File: config.mk
export PLATFORM = sky130hd
export DESIGN_NAME = mem_stage
export DESIGN_NICKNAME = d
export VERILOG_FILES = /design/src/rtl/mem_stage.sv
export SDC_FILE = /design/constraint.sdc
export NUM_CORES = 1
export LEC_CHECK = 0
export BUFFER_PORTS_ARGS = -buffer_cell sky130_fd_sc_hd__buf_2
export CAP_MARGIN = 10
export CORE_AREA = 2 2 137 139
export DETAILED_ROUTE_END_ITERATION = 7
export DIE_AREA = 0 0 139 141
export GPL_TIMING_DRIVEN = 0
export SETUP_SLACK_MARGIN = 0.5
export SLEW_MARGIN = 20
export SYNTH_ARGS = -nofsm -noshare
export SYNTH_HDL_FRONTEND = slang
export SYNTH_SLANG_ARGS = --single-unit
File: constraint.sdc
create_clock -name clk -period 2.06 [get_ports clk]
set_clock_uncertainty 0.1 [all_clocks]
set_input_delay 0.412 -clock clk [delete_from_list [all_inputs] [get_ports clk]]
set_output_delay 0.412 -clock clk [all_outputs]
set_load 0.05 [all_outputs]
File: src/rtl/mem_stage.sv
// Memory stage: data-memory req/ack access, branch resolve, forwarding taps and MEM/WB register.
// Optional access watchdog enabled by defining MEM_STAGE_TIMEOUT_EN.
module mem_stage #(
    parameter int TIMEOUT_CYCLES = 255
) (
    input  logic        clk,
    input  logic        reset,
    input  logic        WB_EN_in,
    input  logic        MEM_R_EN_in,
    input  logic        MEM_W_EN_in,
    input  logic        MEM_TO_REG_in,
    input  logic        is_BRANCH_in,
    input  logic        zero_in,
    input  logic [31:0] alu_result,
    input  logic [31:0] store_data,
    input  logic [4:0]  regD_in,
    input  logic [31:0] PCNEXT_in,
    output logic        dmem_req,
    output logic        dmem_we,
    output logic [31:0] dmem_addr,
    output logic [31:0] dmem_wdata,
    input  logic        dmem_ack,
    input  logic [31:0] dmem_rdata,
    output logic        stall,
    output logic        branch_taken,
    output logic [31:0] branch_target,
    output logic        fwd_RegW_en,
    output logic [4:0]  fwd_regD,
    output logic [31:0] fwd_data,
    output logic        wb_WB_EN,
    output logic        wb_MEM_TO_REG,
    output logic [4:0]  wb_regD,
    output logic [31:0] wb_alu_data,
    output logic [31:0] wb_mem_data,
    output logic        bus_error
);

    typedef enum logic {IDLE, WAIT} state_t;

    state_t state;
    logic   mem_op;
    logic   abandon;
    logic   complete_read;

    assign mem_op        = MEM_R_EN_in | MEM_W_EN_in;
    assign dmem_req      = ~reset & (mem_op | (state == WAIT));
    assign dmem_we       = MEM_W_EN_in;
    assign dmem_addr     = {alu_result[31:2], 2'b00};
    assign dmem_wdata    = store_data;
    assign stall         = dmem_req & ~dmem_ack & ~abandon;
    // A simultaneous read/write request is treated as a write, so no load data.
    assign complete_read = dmem_req & dmem_ack & MEM_R_EN_in & ~MEM_W_EN_in;

    assign branch_taken  = ~reset & is_BRANCH_in & zero_in;
    assign branch_target = PCNEXT_in;

    assign fwd_RegW_en   = WB_EN_in;
    assign fwd_regD      = regD_in;
    assign fwd_data      = alu_result;

`ifdef MEM_STAGE_TIMEOUT_EN
    localparam int CW = $clog2(TIMEOUT_CYCLES + 1);

    logic [CW-1:0] wait_count;

    // Ack in the final allowed cycle still completes normally.
    assign abandon   = dmem_req & ~dmem_ack & (wait_count == CW'(TIMEOUT_CYCLES - 1));
    assign bus_error = abandon;

    always_ff @(posedge clk) begin
        if (reset || !dmem_req || dmem_ack || abandon) begin
            wait_count <= '0;
        end else begin
            wait_count <= wait_count + CW'(1);
        end
    end
`else
    logic unused_timeout_cfg;

    assign unused_timeout_cfg = ^TIMEOUT_CYCLES;
    assign abandon            = 1'b0;
    assign bus_error          = 1'b0;
`endif

    always_ff @(posedge clk) begin
        if (reset) begin
            state <= IDLE;
        end else begin
            case (state)
                IDLE:    state <= stall ? WAIT : IDLE;
                WAIT:    state <= stall ? WAIT : IDLE;
                default: state <= IDLE;
            endcase
        end
    end

    // While stalled only the valid bit drops; the payload keeps its old value.
    always_ff @(posedge clk) begin
        if (reset) begin
            wb_WB_EN      <= 1'b0;
            wb_MEM_TO_REG <= 1'b0;
            wb_regD       <= '0;
            wb_alu_data   <= '0;
            wb_mem_data   <= '0;
        end else if (stall) begin
            wb_WB_EN      <= 1'b0;
        end else begin
            wb_WB_EN      <= WB_EN_in & ~abandon;
            wb_MEM_TO_REG <= MEM_TO_REG_in;
            wb_regD       <= regD_in;
            wb_alu_data   <= alu_result;
            wb_mem_data   <= complete_read ? dmem_rdata : 32'd0;
        end
    end

endmodule

# Yosys cells after proc, flatten, opt, wreduce, memory -nomap -nowiden
# Cells that the tools add are included.
# op_classes
bitwise	12
n_reduce_logical	1
n_mux	2
# op_table
op	n
two-way mux 32 bit	1
bitwise AND 1 bit	7
inverter 1 bit	3
OR 1 bit	2
OR reduction 2 bit	1
two-way mux 1 bit	1
# word_totals
output_inout_bits	210
word_cells	21
register_bits	72
input_bits	142

# Depth between registers and ports, before layout
# Gate-level depths: netlist of the first run.
# logic_depth
ltp_word	7
depth_mapped	5

# Worst setup path before layout of the first run
# No wires, ideal clock.
# synth_path
path_type	input to output
start	in reset
end	out branch_taken
arrival_ps	1440
n_path_buf	2
cell_stages	3
slack_ps	108
required_ps	1548
cell_sequence	buf_2 -> clkbuf_1 -> nor2_1
# synth_between
elab_chain_len	3
# synth_rtl
item	line	source
from (decl)	7	input logic reset,
inverter 1 bit	54	assign branch_taken = ~reset & is_BRANCH_in & zero_in;
bitwise AND 1 bit (2 in a row)	54	
to (decl)	25	output logic branch_taken,
# Every way passes these cells.

# Final worst setup path of the first run
# layout_path
start	reg state
end	out stall
# layout_between
elab_chain_len	3
# layout_rtl
item	line	source
from (decl)	40	state_t state;
from (signal assigned)	90	IDLE: state <= stall ? WAIT : IDLE;
from (signal assigned)	91	WAIT: state <= stall ? WAIT : IDLE;
OR 1 bit	46	assign dmem_req = ~reset & (mem_op | (state == WAIT));
bitwise AND 1 bit	46	
bitwise AND 1 bit	50	assign stall = dmem_req & ~dmem_ack & ~abandon;
to (decl)	24	output logic stall,
# Every way passes these cells.

==> results of run 1 <==
==> worst max-delay path: cells and delay by family (launching register included) <==
kind	cells	cell delay, ns
flip-flops	1	0.32
AND/OR/NAND/NOR	2	0.27
buffers and inverters	2	0.26
==> state kept, by name (all words and copies together) (netlist names) <==
register and cells:
wb_alu_data 32, wb_mem_data 32, wb_regD 5, state 1
wb_MEM_TO_REG 1, wb_WB_EN 1
==> layout make-up <==
| class | instances | area (um^2) | share of cell area |
|---|---|---|---|
| multi-input cells | 119 | 1130 | 0.195 |
| clock buffers | 10 | 229 | 0.0397 |
| well taps | 234 | 293 | 0.0507 |
| clock inverters | 6 | 68.8 | 0.0119 |
| flip-flops and latches | 72 | 1440 | 0.250 |
| plain buffers | 152 | 1140 | 0.197 |
| repair buffers | 287 | 1470 | 0.255 |
==> per-layer routing <==
metal / routed length, um / up-vias
met5: 0 / -
met4: 148 / 0
met3: 1000 / 9
met2: 5080 / 203
met1: 3960 / 1372
li1: - / 1589
==> power by group through the flow <==
stage	registers (mW)	logic (mW)	clock network (mW)
finish	1.50	1.50	1.55
global route	1.51	1.56	1.69
CTS	1.51	1.52	1.64
detailed placement	1.53	1.50	0
global placement	1.53	1.49	0
floorplan	1.80	0.905	0
==> final timing paths <==
path | to | slack [ns]
min reg2reg | wb_alu_data[29] | 0.36
min | wb_mem_data[23] | 0.19
max reg2reg | wb_regD[4] | 0.52
max | stall | 0.36
==> metrics by stage <==
| stage | hold slack (ns) | std cells |
|---|---|---|
| global route | 0.169 | 880 |
| global placement | 0.344 | 860 |
| detailed placement | 0.351 | 860 |
| floorplan | 0.389 | 343 |
| CTS | 0.160 | 880 |
| finish | 0.187 | 880 |
==> cells in the final DEF (no fill, tap or decap), types with 2 or more instances in the layout <==
master / synthesis / routed
conb_1: 1 / 3
nor2b_1: 38 / 38
dfxtp_1: 72 / 71
mux2_2: 27 / 11
clkbuf_1: 5 / 5
nor3_4: 1 / 2
buf_6: 0 / 8
mux2_1: 11 / 3
clkbuf_16: 0 / 9
buf_4: 140 / 139
mux2_4: 0 / 24
buf_8: 0 / 2
nor2_4: 0 / 2
clkinv_4: 0 / 2
buf_2: 7 / 285
a22o_1: 32 / 32
==> logic make-up after synthesis <==
kind of cell,Yosys count,synth area share
buf+inv,152,0.311
other cells,1,0.00105
simple gates,46,0.0837
mux,38,0.120
flops,72,0.405
compound gates,32,0.0788
==> repair_timing <==
action | in CTS | in global routing
pin swaps | 3 | 2
setup buffers | 4 | 0
cloned | 0 | 0
setup endpoints to repair | 59 | 60
hold endpoints to repair | 0 | 0
gates resized for setup | 12 | 0
==> flow_summary.ini, run 1 <==
[status]
outcome = finished clean

[placed_design]
place_worst_setup_slack_ns = -0.109
portBuffers = 283
placed_area_um2 = 5410
place_congestion = 0.696
dpl.hpwl_um = 8300

[critical_path]
critPathArrivalTime_ns = 1.19
critical_path_class = flop to output port
worstRegToRegCells = 5
endpoint_kind = output port
cp_max_fo = 3
setup.worst_path.start = state
reg2reg_from = state
cp_slowest_cell = dfxtp_2
setup.worst_path.start_class = flop
required_ns = 1.55
slowest_delay_ns = 0.32
crit_chain = nor3_4 > nor3_4 > buf_6 > buf_6

[grt]
met2_usage = 0.173
track_usage = 0.0997
grt_antenna_before_repair = 0
grt_max_degree = 14
met1_usage = 0.111
grt_pass1_wl_um = 15200
use_met3 = 0.0363
first_global_vias = 2815
overflow = 0
top_usage_layer = met2

[pwr]
combPwrFrac = 0.329
switching_power_mw = 1.65
sequentialPowerShare = 0.330
swShare = 0.363
peakVddDrop_v = 0.000536
total_power_mw = 4.55
p_leak_nw = 3.15
power_density_nw_per_um2 = 789
internal_power_mw = 2.90
clockPowerShare = 0.341

[cts]
cts_tree = done
worstSkewPairLatency_ns = 0.33
cts-buffers-inserted = 9
cts.sinks = 72
clk_pin_slew_ns = 0.06
root_buffer = clkbuf_16
hold_buffers = 0
cts.htree.levels = 3
ctsLongestPathBuffers = 2

[synthesis]
post_synth.cell_area_avg_um2 = 10.4
ys_seq_area_frac = 0.405
synth_area_um2 = 3560
syn_inst = 341
yosys.cell_types.count = 16
synth_top_area_frac = 0.405
ys_ff_latch = 72
ys_warn_count = 0
synth.most_common_cell = buf_4
synth_commonest_cells = buf_4 (140), dfxtp_1 (72), nor2b_1 (38), a22o_1 (32), mux2_2 (27)
synth-async-reset-ratio = 0
synth-edff-count = 0
synthTopCellsByArea = dfxtp_1 (41%), buf_4 (30%), mux2_2 (8.6%)
synth_top_flop_cell = dfxtp_1
yosysTopAreaCell = dfxtp_1

[floorplanning]
die-area_um2 = 19600
die_y_um = 141
start_util = 0.195
core_um2 = 18300
rows = 50
die_w_um = 139
io_pins = 352

[final_layout]
finish.instance_area_um2 = 5770
post-route-util = 0.316
diodes = 0
area_delta_synth_final_pct = 62.4
layout-drive-gt1-share = 0.759
nNetsFinal = 783
nFillCells = 1944

[timing]
fin_crit_sh = 0.827
fmax_mhz = 587
finalSetupTns_ns = 0
period_needed_ns = 1.70
setup_viol = 0
drv_slew = 0
timing.final.hold_violations = 0
rsz0062_at_grt = true
setup_slack_ns = 0.356

[routing]
viasPerCell = 3.61
antenna_left = 0
drc_errors = 0
firstDrtPassIters = 4
routedWlPerCell_um = 11.6
drt_iter0_drc = 28
wirelength_um = 10200
vias = 3173

[min_path]
min_from = dmem_rdata[23]
hold_path.class = input pin to flop
whs_path_depth = 2

[run]
maxCapViolations = 0
Power figures use the tool's default switching activity.
==> inputs of run 2 (changes only) <==
--- a/config.mk
+++ b/config.mk
@@ -7,9 +7,9 @@
 export LEC_CHECK = 0
 export BUFFER_PORTS_ARGS = -buffer_cell sky130_fd_sc_hd__buf_2
 export CAP_MARGIN = 10
-export CORE_AREA = 2 2 137 139
+export CORE_AREA = 2 2 135 137
 export DETAILED_ROUTE_END_ITERATION = 7
-export DIE_AREA = 0 0 139 141
+export DIE_AREA = 0 0 137 139
 export GPL_TIMING_DRIVEN = 0
 export SETUP_SLACK_MARGIN = 0.5
 export SLEW_MARGIN = 20
==> constraint.sdc (replaced) <==
create_clock -name clk -period 1.5 [get_ports clk]
set_clock_uncertainty 0.1 [all_clocks]
set_input_delay 0.3 -clock clk [delete_from_list [all_inputs] [get_ports clk]]
set_output_delay 0.3 -clock clk [all_outputs]
set_load 0.05 [all_outputs]
==> flow_summary.ini, run 2 (synthesis gave the netlist of run 1 again) <==
[pwr]
switching_power_mw = 2.48
internal_power_mw = 4.72
peakVddDrop_v = 0.000440
sequentialPowerShare = 0.296
clockPowerShare = 0.307
combPwrFrac = 0.397
swShare = 0.345
p_leak_nw = 4.04
power_density_nw_per_um2 = 861

[critical_path]
critical_path_class = flop to output port
path_delay_family = flip-flops
crit_chain = nor3_4 > nor3_4 > buf_6 > buf_8
cp_max_fo = 2
required_ns = 1.10
endpoint_kind = output port
crit_top_cell = nor3_4
critPathArrivalTime_ns = 1.17
path_buf_inv = 2
cp_slowest_cell = dfxtp_2
setup.worst_path.start_class = flop
slowest_delay_ns = 0.32

[floorplanning]
core_um2 = 17700
rows = 49
die_w_um = 137
die_y_um = 139
start_util = 0.201
die-area_um2 = 19000
io_pins = 352

[routing]
drc_errors = 0
firstDrtPassIters = 4
wirelength_um = 13800
antenna_left = 0
drt_iter0_drc = 84
routedWlPerCell_um = 15.2
vias = 3479
viasPerCell = 3.81

[cts]
cts_tree = done
cts.sinks = 72
cts-buffers-inserted = 9
root_buffer = clkbuf_16
ctsLongestPathBuffers = 2
clk_pin_slew_ns = 0.06
worstSkewPairLatency_ns = 0.33
cts.htree.levels = 3

[placed_design]
place_congestion = 0.750
placedCellCount = 855
dpl.hpwl_um = 8780
place_worst_setup_slack_ns = -0.592
portBuffers = 283

[final_layout]
diodes = 0
finalNonFillerCells = 912
nNetsFinal = 820
area_delta_synth_final_pct = 135
layout-drive-gt1-share = 0.876
post-route-util = 0.474
reg_top3 = wb_alu_data (32), wb_mem_data (32), wb_regD (5)
final_cell_mix = buf_4 (171), buf_8 (171), buf_6 (85), dfxtp_2 (72), buf_2 (40)

[timing]
drv_slew = 0
setup_viol = 37
rsz0062_at_grt = true
timing.final.hold_violations = 0
period_needed_ns = 1.57
fmax_mhz = 635
fin_crit_sh = 1.05
setup_slack_ns = -0.0742

[status]
outcome = complete, but fails checks
violations = negative setup slack

[grt]
grt_pass1_wl_um = 18500
grt_max_degree = 14
overflow = 0
first_global_vias = 3411
track_usage = 0.130
grt_antenna_before_repair = 0

[min_path]
hold_path.class = input pin to flop

[run]
maxCapViolations = 0
[run 2: power by group through the flow]
stage          clock network, mW  registers [mW]  logic (mW)
5_1_grt                     2.37            2.14        2.95
4_1_cts                     2.28            2.13        2.64
3_3_place_gp                   0            2.11        2.04
2_1_floorplan                  0            2.47        1.23
6_report                    2.21            2.13        2.86
3_5_place_dp                   0            2.11        2.05
[run 2: area by class of cell]
| class | count | area, um^2 |
|---|---|---|
| clock buffer | 10 | 239 |
| timing repair buffer | 324 | 3690 |
| clock inverter | 6 | 66.3 |
| buffer | 152 | 1430 |
| tap | 229 | 287 |
| multi-input combinational | 119 | 1120 |
| fill | 1502 | 9300 |
| sequential | 72 | 1530 |
[run 2: worst paths after layout]
kind                endpoint  slack (ns)  cells past startpoint           start
max                    stall       -0.07                      4           state
min          wb_mem_data[15]        0.07                      2  dmem_rdata[15]
max reg2reg  wb_alu_data[27]       -0.05                      5           state
min reg2reg       wb_regD[4]        0.39                      1      wb_regD[4]
[run 2: timing repair]
item                                    in CTS  in global routing
endpoints found under the setup margin     278                279
pin swaps                                    4                  2
gates resized for setup                    534                246
hold buffers                                 0                  0
setup buffers                               33                  8
[run 2: per-stage QoR]
stage / area, um^2 / hold WS, ns / total power [mW] / TNS [ns]
floorplan: 3720 / 0.277 / 3.70 / 0
detailed placement: 5420 / 0.350 / 4.16 / -22.60
global route: 8360 / 0.0513 / 7.47 / -3.88
CTS: 7760 / 0.0480 / 7.06 / -4.14
global placement: 5420 / 0.345 / 4.15 / -22.56
finish: 8360 / 0.0694 / 7.20 / -1.06
[run 2: layer usage]
layer | GRT usage | wire length [um]
met1 | 0.130 | 4690
met2 | 0.250 | 7690
met3 | 0.0417 | 1240
met4 | 0.0423 | 235
met5 | 0 | 0
